### src/rtl/bootrom_ahb_if.sv
// -----------------------------------------------------------------------------
// bootrom_ahb_if
//
// AHB-Lite slave front end for a synchronous, read-only boot ROM.
//
// Reads complete with zero wait states. The ROM is enabled combinationally in
// the address phase, and its registered output is returned in the data phase.
// A write gets the two-cycle AHB ERROR response: one cycle of
// HREADYOUT=0/HRESP=1, then one cycle of HREADYOUT=1/HRESP=1.
//
// Parameters
//   AW_ADDR_W  ROM word-address width. The ROM holds 2**AW_ADDR_W words.
//
// Ports
//   HCLK       in   1           clock; all state changes on the rising edge
//   HRESETn    in   1           asynchronous active-low reset
//   HSEL       in   1           slave select
//   HADDR      in   32          byte address
//   HTRANS     in   2           transfer type (IDLE/BUSY/NONSEQ/SEQ)
//   HWRITE     in   1           write flag
//   HSIZE      in   3           transfer size (ignored; always full word)
//   HREADY     in   1           bus-level ready
//   HREADYOUT  out  1           slave ready
//   HRESP      out  1           0 = OKAY, 1 = ERROR
//   HRDATA     out  32          read data
//   EN         out  1           ROM enable, active-high
//   W_ADDR     out  AW_ADDR_W   ROM word address
//   RDATA      in   32          ROM data, valid the cycle after EN
// -----------------------------------------------------------------------------
module bootrom_ahb_if #(
   parameter int unsigned AW_ADDR_W = 8
) (
   input  logic                 HCLK,
   input  logic                 HRESETn,
   input  logic                 HSEL,
   input  logic [31:0]          HADDR,
   input  logic [1:0]           HTRANS,
   input  logic                 HWRITE,
   input  logic [2:0]           HSIZE,
   input  logic                 HREADY,
   output logic                 HREADYOUT,
   output logic                 HRESP,
   output logic [31:0]          HRDATA,
   output logic                 EN,
   output logic [AW_ADDR_W-1:0] W_ADDR,
   input  logic [31:0]          RDATA
);

   typedef enum logic [1:0] {
      StIdle = 2'd0,
      StRd   = 2'd1,
      StErr1 = 2'd2,
      StErr2 = 2'd3
   } state_e;

   state_e state_q, state_d;
   logic   accept;

   // Sub-word lanes and the bits above the ROM are dropped on purpose: the
   // master picks its byte lanes, and addresses past the ROM wrap around.
   logic unused_bits;
   assign unused_bits = ^{HSIZE, HTRANS[0], HADDR[31:AW_ADDR_W+2], HADDR[1:0]};

   // HTRANS[1] covers both NONSEQ and SEQ. The ERR1 term keeps a transfer out
   // during the first error cycle, even if the bus does not hold HREADY low.
   assign accept = HSEL & HREADY & HTRANS[1] & (state_q != StErr1);

   assign EN     = accept & ~HWRITE;
   assign W_ADDR = HADDR[AW_ADDR_W+1:2];

   always_ff @(posedge HCLK or negedge HRESETn) begin
      if (!HRESETn) begin
         state_q <= StIdle;
      end else begin
         state_q <= state_d;
      end
   end

   always_comb begin
      state_d = StIdle;
      if (state_q == StErr1) begin
         state_d = StErr2;
      end else if (accept) begin
         state_d = HWRITE ? StErr1 : StRd;
      end
   end

   // The outputs decode the state alone, so reset forces them at once.
   always_comb begin
      HREADYOUT = 1'b1;
      HRESP     = 1'b0;
      HRDATA    = 32'h0;
      unique case (state_q)
         StIdle: ;
         StRd:   HRDATA = RDATA;
         StErr1: begin
            HREADYOUT = 1'b0;
            HRESP     = 1'b1;
         end
         StErr2: HRESP = 1'b1;
         default: ;
      endcase
   end

endmodule

### config.mk
export PLATFORM = sky130hd
export DESIGN_NAME = bootrom_ahb_if
export DESIGN_NICKNAME = d
export VERILOG_FILES = /design/src/rtl/bootrom_ahb_if.sv
export SDC_FILE = /design/constraint.sdc
export NUM_CORES = 1
export LEC_CHECK = 0
export ABC_CLOCK_PERIOD_IN_PS = 1900
export BUFFER_PORTS_ARGS = -buffer_cell sky130_fd_sc_hd__buf_2
export CORE_MARGIN = 2
export CORE_UTILIZATION = 20
export CTS_CLUSTER_SIZE = 20
export DETAILED_ROUTE_END_ITERATION = 7
export GPL_TIMING_DRIVEN = 0
export PLACE_DENSITY = 0.83
export SLEW_MARGIN = 5
export SYNTH_ARGS = -nofsm -noshare
export SYNTH_HDL_FRONTEND = slang
export SYNTH_SLANG_ARGS = --single-unit
### constraint.sdc
create_clock -name HCLK -period 1.9 [get_ports HCLK]
set_input_delay 0.285 -clock HCLK [delete_from_list [all_inputs] [get_ports HCLK]]
set_output_delay 0.285 -clock HCLK [all_outputs]
set_load 0.01 [all_outputs]
# Word level (Yosys, flattened, before mapping)

Cells that the tools add are included.

Bitwise logic cells: 5
Multiplexer cells: 6
Reductions and logical operators: 1
Equality and inequality tests: 4

Operator list:

| operator                                      | number |
|---|---|
| two-way mux 32 bit                            | 1 |
| two-way mux 2 bit                             | 3 |
| AND 1 bit                                     | 4 |
| == test 2 bit, second input constant          | 2 |
| == test 2 x 1 -> 1 bit, second input constant | 1 |
| two-way mux 1 bit                             | 2 |
| != test 2 bit, second input constant          | 1 |
| OR reduction 2 bit                            | 1 |
| inverter 1 bit                                | 1 |

Register bits after elaboration: 2

# Depth between registers and ports, before layout

Gate-level depths: netlist of run 1.

Depth in word-level cells: 5
Mapped depth: 3
Mapped depth without buffers: 2

# Worst setup path before layout of run 1

OpenSTA, ideal clock, no wires.

Path type: register to output
Start point: register state_q[1]
End point: output EN
Arrival: 0.902 ns
Path slack: 0.713 ns
Path buffers: 0
Stages on the path, launching flop included: 3
Required time: 1.615 ns
Cell sequence: dfrtp_1 -> nand2b_1 -> nor3b_1

Cells in the longest elaborated chain, start to end: 3

Ends and longest elaborated chain:

| item                   | RTL line | RTL |
|---|---|---|
| start, declared        | 56       | `state_e state_q, state_d;` |
| start signal, assigned | 73       | `state_q <= StIdle;` |
| start signal, assigned | 75       | `state_q <= state_d;` |
| != test 2 bit          | 66       | `assign accept = HSEL & HREADY & HTRANS[1] & (state_q != StErr1);` |
| AND 1 bit              | 66       |  |
| AND 1 bit              | 68       | `assign EN = accept & ~HWRITE;` |
| end, declared          | 44       | `output logic EN,` |

No other way between the ends.

# Worst setup path after layout of run 1

Start point: register state_q[1]
End point: output HRDATA[7]

Cells in the longest elaborated chain, start to end: 2

Ends and longest elaborated chain:

| item                   | RTL line | RTL |
|---|---|---|
| == test 2 x 1 -> 1 bit | 93       | `unique case (state_q)` |
| two-way mux 32 bit     | 93       |  |
| end, declared          | 43       | `output logic [31:0] HRDATA,` |

No other way between the ends.

==> impl_metrics.xml, run 1 <==
<?xml version="1.0" encoding="UTF-8"?>
<metrics>
  <group name="yosys">
    <metric name="post_syn_area_per_cell" unit="sq um">7.44</metric>
    <metric name="synth_xor_area_share" unit="%">0</metric>
    <metric name="post_synth_mux_area_share" unit="%">0</metric>
    <metric name="post_synth_and_or_nand_nor_area_fraction" unit="%">59.0</metric>
    <metric name="dominant_combinational_cell_family_by_area_after_synthesis" unit="">simple AND/OR/NAND/NOR gates</metric>
    <metric name="synth-adder-area-share" unit="%">0</metric>
    <metric name="postSynthCellCount" unit="">53</metric>
    <metric name="syn_area" unit="sq um">394</metric>
    <metric name="synth_top_area_cell" unit="">sky130_fd_sc_hd__and2_1</metric>
    <metric name="yosysUniqueCellTypes" unit="">11</metric>
    <metric name="netlist_top_cells_area" unit="">sky130_fd_sc_hd__and2_1 (51%), sky130_fd_sc_hd__buf_4 (15%), sky130_fd_sc_hd__dfrtp_1 (13%)</metric>
    <metric name="synth.yosys.warnings" unit="">0</metric>
    <metric name="synth-compound-area-share" unit="%">2.54</metric>
    <metric name="synth_fp_nets" unit="">127</metric>
    <metric name="synth_largest_type_area_fraction" unit="%">50.8</metric>
    <metric name="seq_area_frac_synth" unit="%">12.7</metric>
    <metric name="synth_seq_cells" unit="">2</metric>
  </group>
  <group name="floorplan">
    <metric name="initial_utilization" unit="%">20.7</metric>
    <metric name="die_height" unit="um">48.4</metric>
    <metric name="core-area" unit="sq um">1900</metric>
    <metric name="std_cell_rows" unit="">16</metric>
    <metric name="die-area" unit="sq um">2340</metric>
    <metric name="die_w" unit="um">48.4</metric>
    <metric name="ioPinCount" unit="">117</metric>
  </group>
  <group name="drt">
    <metric name="vias" unit="">607</metric>
    <metric name="avgViaCountPerCell" unit="">3.70</metric>
    <metric name="drt_iter0_drc" unit="">1</metric>
    <metric name="post-route-drc-count" unit="">0</metric>
    <metric name="dr.pass1.iters" unit="">2</metric>
    <metric name="antenna_violating_nets_post_route" unit="">0</metric>
    <metric name="routed_wirelength" unit="um">1440</metric>
    <metric name="drt-wirelength-per-cell" unit="um">8.76</metric>
  </group>
  <group name="final_layout">
    <metric name="num-fill-cells" unit="">202</metric>
    <metric name="largest_registers" unit="">state_q x2</metric>
    <metric name="area_delta_synth_final" unit="%">118</metric>
    <metric name="net_total_in_the_final_layout" unit="">213</metric>
    <metric name="max_ffs_per_register" unit="">2</metric>
    <metric name="multiInputGateArea" unit="sq um">243</metric>
    <metric name="ff_latch_area" unit="sq um">50.0</metric>
    <metric name="final_layout_size_suffix_gt1_share" unit="%">69.3</metric>
    <metric name="post_route_insts_no_fill" unit="">164</metric>
    <metric name="largest-register" unit="">state_q</metric>
    <metric name="antenna_cells" unit="">0</metric>
  </group>
  <group name="timing">
    <metric name="rsz0062_at_grt" unit="">false</metric>
    <metric name="hold_violations" unit="">0</metric>
    <metric name="worst_slew_pin_slew" unit="ns">0.168</metric>
    <metric name="final_period_minus_worst_setup_slack" unit="ns">1.50</metric>
    <metric name="timing.clock.skew" unit="ns">0.00720</metric>
    <metric name="fin_ws" unit="ns">0.397</metric>
    <metric name="layout_worst_path_cycle_share" unit="%">79.1</metric>
    <metric name="report.final.slew_viol_count" unit="">0</metric>
    <metric name="slew_headroom" unit="%">88.8</metric>
    <metric name="tns" unit="ns">0</metric>
    <metric name="setup_viol" unit="">0</metric>
    <metric name="max_freq" unit="MHz">665</metric>
  </group>
  <group name="clocking">
    <metric name="tritoncts" unit="">done</metric>
    <metric name="clkTransAtPathRegs" unit="ns">0.03</metric>
    <metric name="clk_sinks" unit="">2</metric>
    <metric name="clk-insertion-delay-late" unit="ns">0.22</metric>
    <metric name="number_of_buffers_added_by_the_clock_tree_synthesis_step" unit="">3</metric>
    <metric name="clock_path_buffers" unit="">2</metric>
    <metric name="clock-root-buffer" unit="">sky130_fd_sc_hd__clkbuf_4</metric>
    <metric name="cts_max_level" unit="">1</metric>
  </group>
  <group name="place">
    <metric name="buffer_ports.inserted" unit="">80</metric>
    <metric name="placed_cells_incl_taps" unit="">160</metric>
    <metric name="hpwl_after_dpl" unit="um">1290</metric>
    <metric name="finalWeightedCongestion" unit="">0.653</metric>
    <metric name="pre_cts_slack" unit="ns">0.601</metric>
  </group>
  <group name="setup_path">
    <metric name="cp.required" unit="ns">1.62</metric>
    <metric name="timing.critical_path.fanout_max" unit="">10</metric>
    <metric name="worstSetupStartpointType" unit="">register</metric>
    <metric name="kind_of_capture_point_of_the_worst_setup_path" unit="">output port</metric>
    <metric name="worst-setup-path-type" unit="">register to output port</metric>
    <metric name="cp.arrival" unit="ns">1.22</metric>
  </group>
  <group name="outcome">
    <metric name="outcome" unit="">complete, no violations</metric>
  </group>
  <group name="worst_hold_path">
    <metric name="hold_path_class" unit="">input pin to register</metric>
  </group>
  <group name="flow_run">
    <metric name="max_cap_violations" unit="">0</metric>
  </group>
  <group name="pwr">
    <metric name="finalPower" unit="mW">0.585</metric>
    <metric name="cellLeakagePower" unit="nW">0.572</metric>
    <metric name="irDropWorstVdd" unit="uV">404</metric>
    <metric name="power.density" unit="nW/um^2">680</metric>
  </group>
  <group name="global_route">
    <metric name="grt_pass1_vias" unit="">572</metric>
    <metric name="grt_pass1_wl" unit="um">2270</metric>
    <metric name="pin_count_of_the_biggest_net_entering_global_routing" unit="">11</metric>
    <metric name="grt.overflow.total" unit="">0</metric>
    <metric name="groute.usage.overall" unit="%">12.2</metric>
    <metric name="initial_antenna_violation_count" unit="">0</metric>
  </group>
</metrics>
[repair_timing]
item,4_1_cts,5_1_grt
buffers inserted,0,0
hold endpoints to repair,2,0
hold buffers,1,0
resized for setup,0,0
[cell families after synthesis]
logic type             after synthesis
and+or+nand+nor                     36
DFF                                  2
buffers and inverters               13
AOI/OAI and AO/OA                    2
[cells in the mapped netlist (all sizes together)]
cell type and instances:
clkbuf 1, inv 1, nand3 1, nand2b 1, buf 11, o21ai 2, dfrtp 2, nor2b 1
and2 32, nor3b 1
[stage by stage]
stage / hold WS (ns) / util [%] / cell area (sq um)
after floorplan: -0.0106 / - / 394
after global placement: 0.0705 / 43.6 / 828
after detailed placement: 0.0718 / 43.6 / 828
after CTS: 0.284 / 45.3 / 861
after global routing: 0.296 / 45.3 / 861
final: 0.286 / 45.3 / 861
[critical path, cell delays in order (launching register included)]
cell and delay (ns):
sky130_fd_sc_hd__dfrtp_1 0.40, sky130_fd_sc_hd__nor2b_4 0.20, sky130_fd_sc_hd__buf_6 0.14, sky130_fd_sc_hd__and2_1 0.13, sky130_fd_sc_hd__buf_2 0.13
[report_power, final]
part           switching, mW  internal (mW)
Combinational          0.197          0.229
Clock                 0.0230         0.0696
Sequential            0.0112         0.0555
Total                  0.231          0.354
[final timing paths]
check                           slack [ns]  depth (start not counted)          to  startpoint
worst max-delay path                  0.40                          4   HRDATA[7]  state_q[1]
worst min-delay path                  0.29                          2  state_q[0]      HWRITE
worst max register to register        1.15                          2  state_q[1]  state_q[1]
worst min register to register        0.61                          2  state_q[0]  state_q[1]
max in group asynchronous             1.42                          2  state_q[1]     HRESETn
min in group asynchronous             0.38                          2  state_q[0]     HRESETn
[layout by cell type, fill, tap and decap left out]
cell / Yosys / final
sky130_fd_sc_hd__inv_1: 1 / 1
sky130_fd_sc_hd__buf_2: 0 / 80
sky130_fd_sc_hd__and2_1: 32 / 32
sky130_fd_sc_hd__o21ai_0: 2 / 2
sky130_fd_sc_hd__buf_6: 3 / 3
sky130_fd_sc_hd__nand3_1: 1 / 1
sky130_fd_sc_hd__nor2b_4: 1 / 1
sky130_fd_sc_hd__nand2b_1: 1 / 1
sky130_fd_sc_hd__buf_4: 8 / 8
sky130_fd_sc_hd__clkbuf_1: 1 / 1
sky130_fd_sc_hd__dlygate4sd3_1: 0 / 1
sky130_fd_sc_hd__nor3b_1: 1 / 1
sky130_fd_sc_hd__clkbuf_4: 0 / 3
sky130_fd_sc_hd__dfrtp_1: 2 / 2
[routing by layer]
layer / up-vias / GRT usage, % / share of wire (%)
met3: 2 / 4.32 / 13
met1: 243 / 9.37 / 32
met5: - / 0 / 0
li1: 319 / - / -
met2: 43 / 25.2 / 53
met4: 0 / 7.14 / 1.2
[layout make-up]
class                           count  area share [%]
Multi-Input combinational cell     38            28.2
Sequential cell                     2            5.81
Timing Repair Buffer               81            47.7
Buffer                             12            11.3
Tap cell                           27            3.92
Inverter                            1           0.436
Clock buffer                        3            2.62
Note: power is estimated with default switching activity, not from simulation.
==> inputs of run 2 (changes only) <==
--- a/config.mk
+++ b/config.mk
@@ -5,14 +5,14 @@
 export SDC_FILE = /design/constraint.sdc
 export NUM_CORES = 1
 export LEC_CHECK = 0
-export ABC_CLOCK_PERIOD_IN_PS = 1900
+export ABC_CLOCK_PERIOD_IN_PS = 1300
 export BUFFER_PORTS_ARGS = -buffer_cell sky130_fd_sc_hd__buf_2
 export CORE_MARGIN = 2
-export CORE_UTILIZATION = 20
+export CORE_UTILIZATION = 17
 export CTS_CLUSTER_SIZE = 20
 export DETAILED_ROUTE_END_ITERATION = 7
 export GPL_TIMING_DRIVEN = 0
-export PLACE_DENSITY = 0.83
+export PLACE_DENSITY = 0.75
 export SLEW_MARGIN = 5
 export SYNTH_ARGS = -nofsm -noshare
 export SYNTH_HDL_FRONTEND = slang
==> constraint.sdc (replaced) <==
create_clock -name HCLK -period 1.3 [get_ports HCLK]
set_input_delay 0.195 -clock HCLK [delete_from_list [all_inputs] [get_ports HCLK]]
set_output_delay 0.195 -clock HCLK [all_outputs]
set_load 0.01 [all_outputs]
==> impl_metrics.xml, run 2 (synthesized netlist as in run 1, its figures left out) <==
<?xml version="1.0" encoding="UTF-8"?>
<metrics>
  <group name="drt">
    <metric name="drt-wirelength-per-cell" unit="um">8.88</metric>
    <metric name="dr.max_layer_used" unit="">met3</metric>
    <metric name="post-route-drc-count" unit="">0</metric>
    <metric name="antenna_violating_nets_post_route" unit="">0</metric>
    <metric name="vias" unit="">642</metric>
    <metric name="detail_route.wirelength.met1" unit="um">471</metric>
    <metric name="drt_iter0_drc" unit="">0</metric>
    <metric name="dr_wl_met2" unit="um">785</metric>
    <metric name="dr.pass1.iters" unit="">1</metric>
    <metric name="routed_wirelength" unit="um">1500</metric>
    <metric name="detailroute.wirelength.met3" unit="um">243</metric>
    <metric name="avgViaCountPerCell" unit="">3.80</metric>
  </group>
  <group name="timing">
    <metric name="report.final.slew_viol_count" unit="">0</metric>
    <metric name="setup_viol" unit="">34</metric>
    <metric name="hold_violations" unit="">0</metric>
    <metric name="fin_worst_hold_slack" unit="ns">0.208</metric>
    <metric name="max_freq" unit="MHz">711</metric>
    <metric name="slew_headroom" unit="%">89.4</metric>
    <metric name="fin_ws" unit="ns">-0.106</metric>
    <metric name="final_period_minus_worst_setup_slack" unit="ns">1.41</metric>
    <metric name="worst_slew_pin_slew" unit="ns">0.157</metric>
    <metric name="layout_worst_path_cycle_share" unit="%">108</metric>
    <metric name="rsz0062_at_grt" unit="">true</metric>
    <metric name="tns" unit="ns">-2.57</metric>
    <metric name="timing.clock.skew" unit="ns">0.00103</metric>
  </group>
  <group name="clocking">
    <metric name="clk-insertion-delay-late" unit="ns">0.23</metric>
    <metric name="clock_path_buffers" unit="">2</metric>
    <metric name="clk_sinks" unit="">2</metric>
    <metric name="clkTransAtPathRegs" unit="ns">0.03</metric>
    <metric name="tritoncts" unit="">done</metric>
    <metric name="number_of_buffers_added_by_the_clock_tree_synthesis_step" unit="">3</metric>
    <metric name="clock-root-buffer" unit="">sky130_fd_sc_hd__clkbuf_4</metric>
    <metric name="cts_max_level" unit="">1</metric>
  </group>
  <group name="outcome">
    <metric name="outcome" unit="">complete, but fails checks</metric>
    <metric name="violated_checks" unit="">negative setup slack</metric>
  </group>
  <group name="setup_path">
    <metric name="cp.required" unit="ns">1.11</metric>
    <metric name="count_of_cells_along_the_worst_register_to_register_path" unit="">5</metric>
    <metric name="timing.reg2reg.setup_slack" unit="ns">0.28</metric>
    <metric name="cp_slowest_cell" unit="">sky130_fd_sc_hd__dfrtp_1</metric>
    <metric name="crit_path_max_incr_delay" unit="ns">0.39</metric>
    <metric name="kind_of_capture_point_of_the_worst_setup_path" unit="">output port</metric>
    <metric name="worstSetupStartpointType" unit="">register</metric>
    <metric name="path_cells" unit="">buf_4, buf_6, nand2b_4, nor3b_2, buf_2</metric>
    <metric name="timing.critical_path.fanout_max" unit="">2</metric>
    <metric name="r2r-start" unit="">state_q[1]</metric>
    <metric name="worst-setup-path-type" unit="">register to output port</metric>
    <metric name="cp.arrival" unit="ns">1.21</metric>
    <metric name="reg2reg_to" unit="">state_q[1]</metric>
    <metric name="critical_path.startpoint" unit="">state_q[1]</metric>
  </group>
  <group name="floorplan">
    <metric name="ioPinCount" unit="">117</metric>
    <metric name="die_height" unit="um">52.2</metric>
    <metric name="core-area" unit="sq um">2210</metric>
    <metric name="die_w" unit="um">52.2</metric>
    <metric name="initial_utilization" unit="%">17.8</metric>
    <metric name="std_cell_rows" unit="">17</metric>
    <metric name="die-area" unit="sq um">2720</metric>
  </group>
  <group name="place">
    <metric name="buffer_ports.inserted" unit="">80</metric>
    <metric name="hpwl_after_dpl" unit="um">1310</metric>
    <metric name="placed_cells_incl_taps" unit="">161</metric>
    <metric name="finalWeightedCongestion" unit="">0.692</metric>
    <metric name="pre_cts_slack" unit="ns">0.0981</metric>
  </group>
  <group name="global_route">
    <metric name="grt_pass1_wl" unit="um">2040</metric>
    <metric name="pin_count_of_the_biggest_net_entering_global_routing" unit="">11</metric>
    <metric name="initial_antenna_violation_count" unit="">0</metric>
    <metric name="grt_pass1_vias" unit="">537</metric>
    <metric name="grt.overflow.total" unit="">0</metric>
    <metric name="groute.usage.overall" unit="%">9.97</metric>
  </group>
  <group name="flow_run">
    <metric name="max_cap_violations" unit="">0</metric>
  </group>
  <group name="worst_hold_path">
    <metric name="timing.hold.worst_path_depth" unit="">2</metric>
    <metric name="hold_crit_start" unit="">HWRITE</metric>
    <metric name="hold_path_class" unit="">input pin to register</metric>
    <metric name="timing.hold.worst_endpoint" unit="">state_q[0]</metric>
  </group>
  <group name="final_layout">
    <metric name="largest_registers" unit="">state_q x2</metric>
    <metric name="post_route_insts_no_fill" unit="">169</metric>
    <metric name="net_total_in_the_final_layout" unit="">217</metric>
    <metric name="final_layout_size_suffix_gt1_share" unit="%">71.6</metric>
    <metric name="largest-register" unit="">state_q</metric>
    <metric name="area_delta_synth_final" unit="%">134</metric>
    <metric name="antenna_cells" unit="">0</metric>
    <metric name="max_ffs_per_register" unit="">2</metric>
    <metric name="most-common-layout-cells" unit="">sky130_fd_sc_hd__buf_2 (78), sky130_fd_sc_hd__and2_1 (32), sky130_fd_sc_hd__buf_4 (11)</metric>
    <metric name="mostFrequentLayoutCell" unit="">sky130_fd_sc_hd__buf_2</metric>
  </group>
  <group name="pwr">
    <metric name="cellLeakagePower" unit="nW">0.602</metric>
    <metric name="irDropWorstVdd" unit="uV">600</metric>
    <metric name="power.density" unit="nW/um^2">1040</metric>
  </group>
</metrics>
run 2: cell types whose count changed in the layout (fill, tap and decap cells not counted):
cell	previous run	this run
sky130_fd_sc_hd__buf_4	8	11
sky130_fd_sc_hd__nor3b_1	1	0
sky130_fd_sc_hd__buf_6	3	6
sky130_fd_sc_hd__buf_2	80	78
sky130_fd_sc_hd__nand2b_1	1	0
sky130_fd_sc_hd__nor3b_2	0	1
sky130_fd_sc_hd__nand2b_4	0	1
run 2: layout make-up:
class                      count  area (sq um)
tap                           28          35.0
fill                         248          1290
multi-input combinational     38           255
inverter                       1          3.75
sequential                     2          50.0
timing repair buffer          85           457
clock buffer                   3          22.5
buffer                        12          97.6
run 2: how the worst max path moves through the flow:
stage / endpoint / slack, ns / cells past startpoint
after floorplan: EN / 0.20 / 2
after global placement: HRDATA[6] / 0.10 / 4
after detailed placement: HRDATA[6] / 0.1 / 4
after CTS: HRDATA[6] / -0.11 / 4
after global routing: HRDATA[4] / -0.18 / 4
final: EN / -0.11 / 5
run 2: through the flow:
| step | util [%] | total power [mW] | area (sq um) |
|---|---|---|---|
| after floorplan | - | 0.467 | 394 |
| after global placement | 37.5 | 0.718 | 830 |
| after detailed placement | 37.5 | 0.723 | 830 |
| after CTS | 40.2 | 0.918 | 890 |
| after global routing | 41.6 | 1.04 | 921 |
| final | 41.6 | 0.958 | 921 |
run 2: timing repair:
item / 4_1_cts / 5_1_grt
gates resized for setup: 2 / 3
setup endpoints to repair: 33 / 33
hold buffers: 1 / 0
setup buffers: 2 / 2
endpoints found under the hold margin: 2 / 0
run 2: worst max-delay path: cells and delay by family (launching register included):
family / cells / cell delay (ns)
flops: 1 / 0.39
simple gates: 2 / 0.19
buf+inv: 3 / 0.40
run 2: routing by layer:
| layer | global-route usage, % | vias to the layer above |
|---|---|---|
| met5 | 0 | - |
| met3 | 1.15 | 0 |
| met4 | 5.13 | 0 |
| met1 | 9.53 | 264 |
| met2 | 20.3 | 52 |
| li1 | - | 326 |
run 2: power by group:
group	internal, mW	switching [mW]	total, mW
Sequential	0.0811	0.0140	0.0951
Clock	0.102	0.0378	0.140
Combinational	0.411	0.311	0.723
Total	0.594	0.363	0.958
==> inputs of run 3 (changes only) <==
--- a/config.mk
+++ b/config.mk
@@ -13,6 +13,7 @@
 export DETAILED_ROUTE_END_ITERATION = 7
 export GPL_TIMING_DRIVEN = 0
 export PLACE_DENSITY = 0.75
+export RECOVER_POWER = 50
 export SLEW_MARGIN = 5
 export SYNTH_ARGS = -nofsm -noshare
 export SYNTH_HDL_FRONTEND = slang
==> impl_metrics.xml, run 3 (synthesized netlist as in run 1, its figures left out) <==
<?xml version="1.0" encoding="UTF-8"?>
<metrics>
  <group name="outcome">
    <metric name="outcome" unit="">complete, but fails checks</metric>
    <metric name="violated_checks" unit="">negative setup slack</metric>
  </group>
  <group name="setup_path">
    <metric name="kind_of_capture_point_of_the_worst_setup_path" unit="">output port</metric>
    <metric name="cp.required" unit="ns">1.11</metric>
    <metric name="timing.critical_path.fanout_max" unit="">2</metric>
    <metric name="worst-setup-path-type" unit="">register to output port</metric>
    <metric name="cp.arrival" unit="ns">1.21</metric>
    <metric name="worstSetupStartpointType" unit="">register</metric>
  </group>
  <group name="drt">
    <metric name="post-route-drc-count" unit="">0</metric>
    <metric name="dr.pass1.iters" unit="">1</metric>
    <metric name="vias" unit="">644</metric>
    <metric name="drt-wirelength-per-cell" unit="um">8.85</metric>
    <metric name="antenna_violating_nets_post_route" unit="">0</metric>
    <metric name="avgViaCountPerCell" unit="">3.81</metric>
    <metric name="routed_wirelength" unit="um">1500</metric>
    <metric name="drt_iter0_drc" unit="">0</metric>
  </group>
  <group name="timing">
    <metric name="report.final.slew_viol_count" unit="">0</metric>
    <metric name="tns" unit="ns">-2.56</metric>
    <metric name="rsz0062_at_grt" unit="">true</metric>
    <metric name="fin_worst_hold_slack" unit="ns">0.208</metric>
    <metric name="hold_violations" unit="">0</metric>
    <metric name="final_period_minus_worst_setup_slack" unit="ns">1.40</metric>
    <metric name="layout_worst_path_cycle_share" unit="%">108</metric>
    <metric name="worst_slew_pin_slew" unit="ns">0.157</metric>
    <metric name="slew_headroom" unit="%">89.4</metric>
    <metric name="setup_viol" unit="">34</metric>
    <metric name="timing.clock.skew" unit="ns">0.00103</metric>
    <metric name="max_freq" unit="MHz">713</metric>
    <metric name="fin_ws" unit="ns">-0.102</metric>
  </group>
  <group name="clocking">
    <metric name="clkTransAtPathRegs" unit="ns">0.03</metric>
    <metric name="tritoncts" unit="">done</metric>
    <metric name="clk_sinks" unit="">2</metric>
    <metric name="cts_max_level" unit="">1</metric>
    <metric name="number_of_buffers_added_by_the_clock_tree_synthesis_step" unit="">3</metric>
    <metric name="clock-root-buffer" unit="">sky130_fd_sc_hd__clkbuf_4</metric>
    <metric name="clock_path_buffers" unit="">2</metric>
    <metric name="clk-insertion-delay-late" unit="ns">0.23</metric>
  </group>
  <group name="floorplan">
    <metric name="initial_utilization" unit="%">17.8</metric>
    <metric name="die_height" unit="um">52.2</metric>
    <metric name="die-area" unit="sq um">2720</metric>
    <metric name="die_w" unit="um">52.2</metric>
    <metric name="core-area" unit="sq um">2210</metric>
    <metric name="ioPinCount" unit="">117</metric>
    <metric name="std_cell_rows" unit="">17</metric>
  </group>
  <group name="final_layout">
    <metric name="multiInputGateArea" unit="sq um">255</metric>
    <metric name="final_layout_size_suffix_gt1_share" unit="%">68.1</metric>
    <metric name="most-common-layout-cells" unit="">sky130_fd_sc_hd__buf_2 (73), sky130_fd_sc_hd__and2_1 (32), sky130_fd_sc_hd__buf_4 (11)</metric>
    <metric name="num-fill-cells" unit="">248</metric>
    <metric name="area_delta_synth_final" unit="%">132</metric>
    <metric name="net_total_in_the_final_layout" unit="">217</metric>
    <metric name="ff_latch_area" unit="sq um">50.0</metric>
    <metric name="largest-register" unit="">state_q</metric>
    <metric name="antenna_cells" unit="">0</metric>
    <metric name="largest_registers" unit="">state_q x2</metric>
    <metric name="max_ffs_per_register" unit="">2</metric>
    <metric name="mostFrequentLayoutCell" unit="">sky130_fd_sc_hd__buf_2</metric>
  </group>
  <group name="pwr">
    <metric name="power.density" unit="nW/um^2">1040</metric>
    <metric name="cellLeakagePower" unit="nW">0.589</metric>
    <metric name="irDropWorstVdd" unit="uV">599</metric>
  </group>
  <group name="global_route">
    <metric name="groute.usage.overall" unit="%">9.97</metric>
    <metric name="grt_pass1_wl" unit="um">2040</metric>
    <metric name="initial_antenna_violation_count" unit="">0</metric>
    <metric name="pin_count_of_the_biggest_net_entering_global_routing" unit="">11</metric>
    <metric name="grt_pass1_vias" unit="">537</metric>
    <metric name="grt.overflow.total" unit="">0</metric>
  </group>
  <group name="worst_hold_path">
    <metric name="hold_path_class" unit="">input pin to register</metric>
  </group>
  <group name="place">
    <metric name="finalWeightedCongestion" unit="">0.692</metric>
    <metric name="pre_cts_slack" unit="ns">0.0981</metric>
    <metric name="buffer_ports.inserted" unit="">80</metric>
    <metric name="hpwl_after_dpl" unit="um">1310</metric>
  </group>
  <group name="flow_run">
    <metric name="max_cap_violations" unit="">0</metric>
  </group>
</metrics>
==> run 3: cell count changes in the layout (fill, tap and decap cells not counted), sizes merged <==
| cell | before | now |
|---|---|---|
| buf | 95 | 90 |
| clkbuf | 4 | 9 |
==> run 3: what timing repair did <==
action | in CTS | in global routing
gates resized for setup | 2 | 3
endpoints found under the setup margin | 33 | 33
cloned | 0 | 0
setup buffers | 2 | 2
hold endpoints to repair | 2 | 0
hold buffers | 1 | 0
==> run 3: path summary, 6_finish.rpt <==
| check | from | to | slack, ns | cells after the start |
|---|---|---|---|---|
| min in group asynchronous | HRESETn | state_q[0] | 0.30 | 2 |
| worst max-delay path | state_q[1] | EN | -0.10 | 5 |
| max in group asynchronous | HRESETn | state_q[1] | 0.86 | 2 |
| worst min-delay path | HWRITE | state_q[0] | 0.21 | 2 |
| worst min register to register | state_q[0] | state_q[0] | 0.69 | 3 |
| worst max register to register | state_q[1] | state_q[1] | 0.28 | 5 |
==> run 3: power breakdown <==
part           internal, mW  total [mW]  switching [mW]
sequential           0.0811      0.0951          0.0140
clock                 0.102       0.140          0.0378
combinational         0.409       0.721           0.312
total                 0.592       0.955           0.363
==> run 3: worst max-delay path, stage by stage, from the launching register on <==
cell	delay, ns
sky130_fd_sc_hd__dfrtp_1	0.39
sky130_fd_sc_hd__buf_4	0.15
sky130_fd_sc_hd__buf_6	0.11
sky130_fd_sc_hd__nand2b_4	0.05
sky130_fd_sc_hd__nor3b_2	0.14
sky130_fd_sc_hd__buf_2	0.14
==> run 3: layer usage <==
layer	up-vias	wire length [um]	global-route usage [%]
met3	0	238	1.15
met1	266	468	9.53
met5	-	0	0
li1	326	-	-
met2	52	788	20.3
met4	0	0	5.13
==> run 3: cell type report <==
class	instances	area share, %
multi-input cells	38	27.9
flip-flops and latches	2	5.47
plain buffers	12	10.7
well taps	28	3.83
clock buffers	3	2.46
inverters	1	0.410
repair buffers	85	49.2
==> run 3: stage by stage <==
stage | cells | cell area, sq um | util [%] | power, mW
4_1_cts | 167 | 890 | 40.2 | 0.918
5_1_grt | 169 | 915 | 41.3 | 1.04
3_5_place_dp | 161 | 830 | 37.5 | 0.723
3_3_place_gp | 161 | 830 | 37.5 | 0.718
6_report | 169 | 915 | 41.3 | 0.955
2_1_floorplan | 53 | 394 | - | 0.467
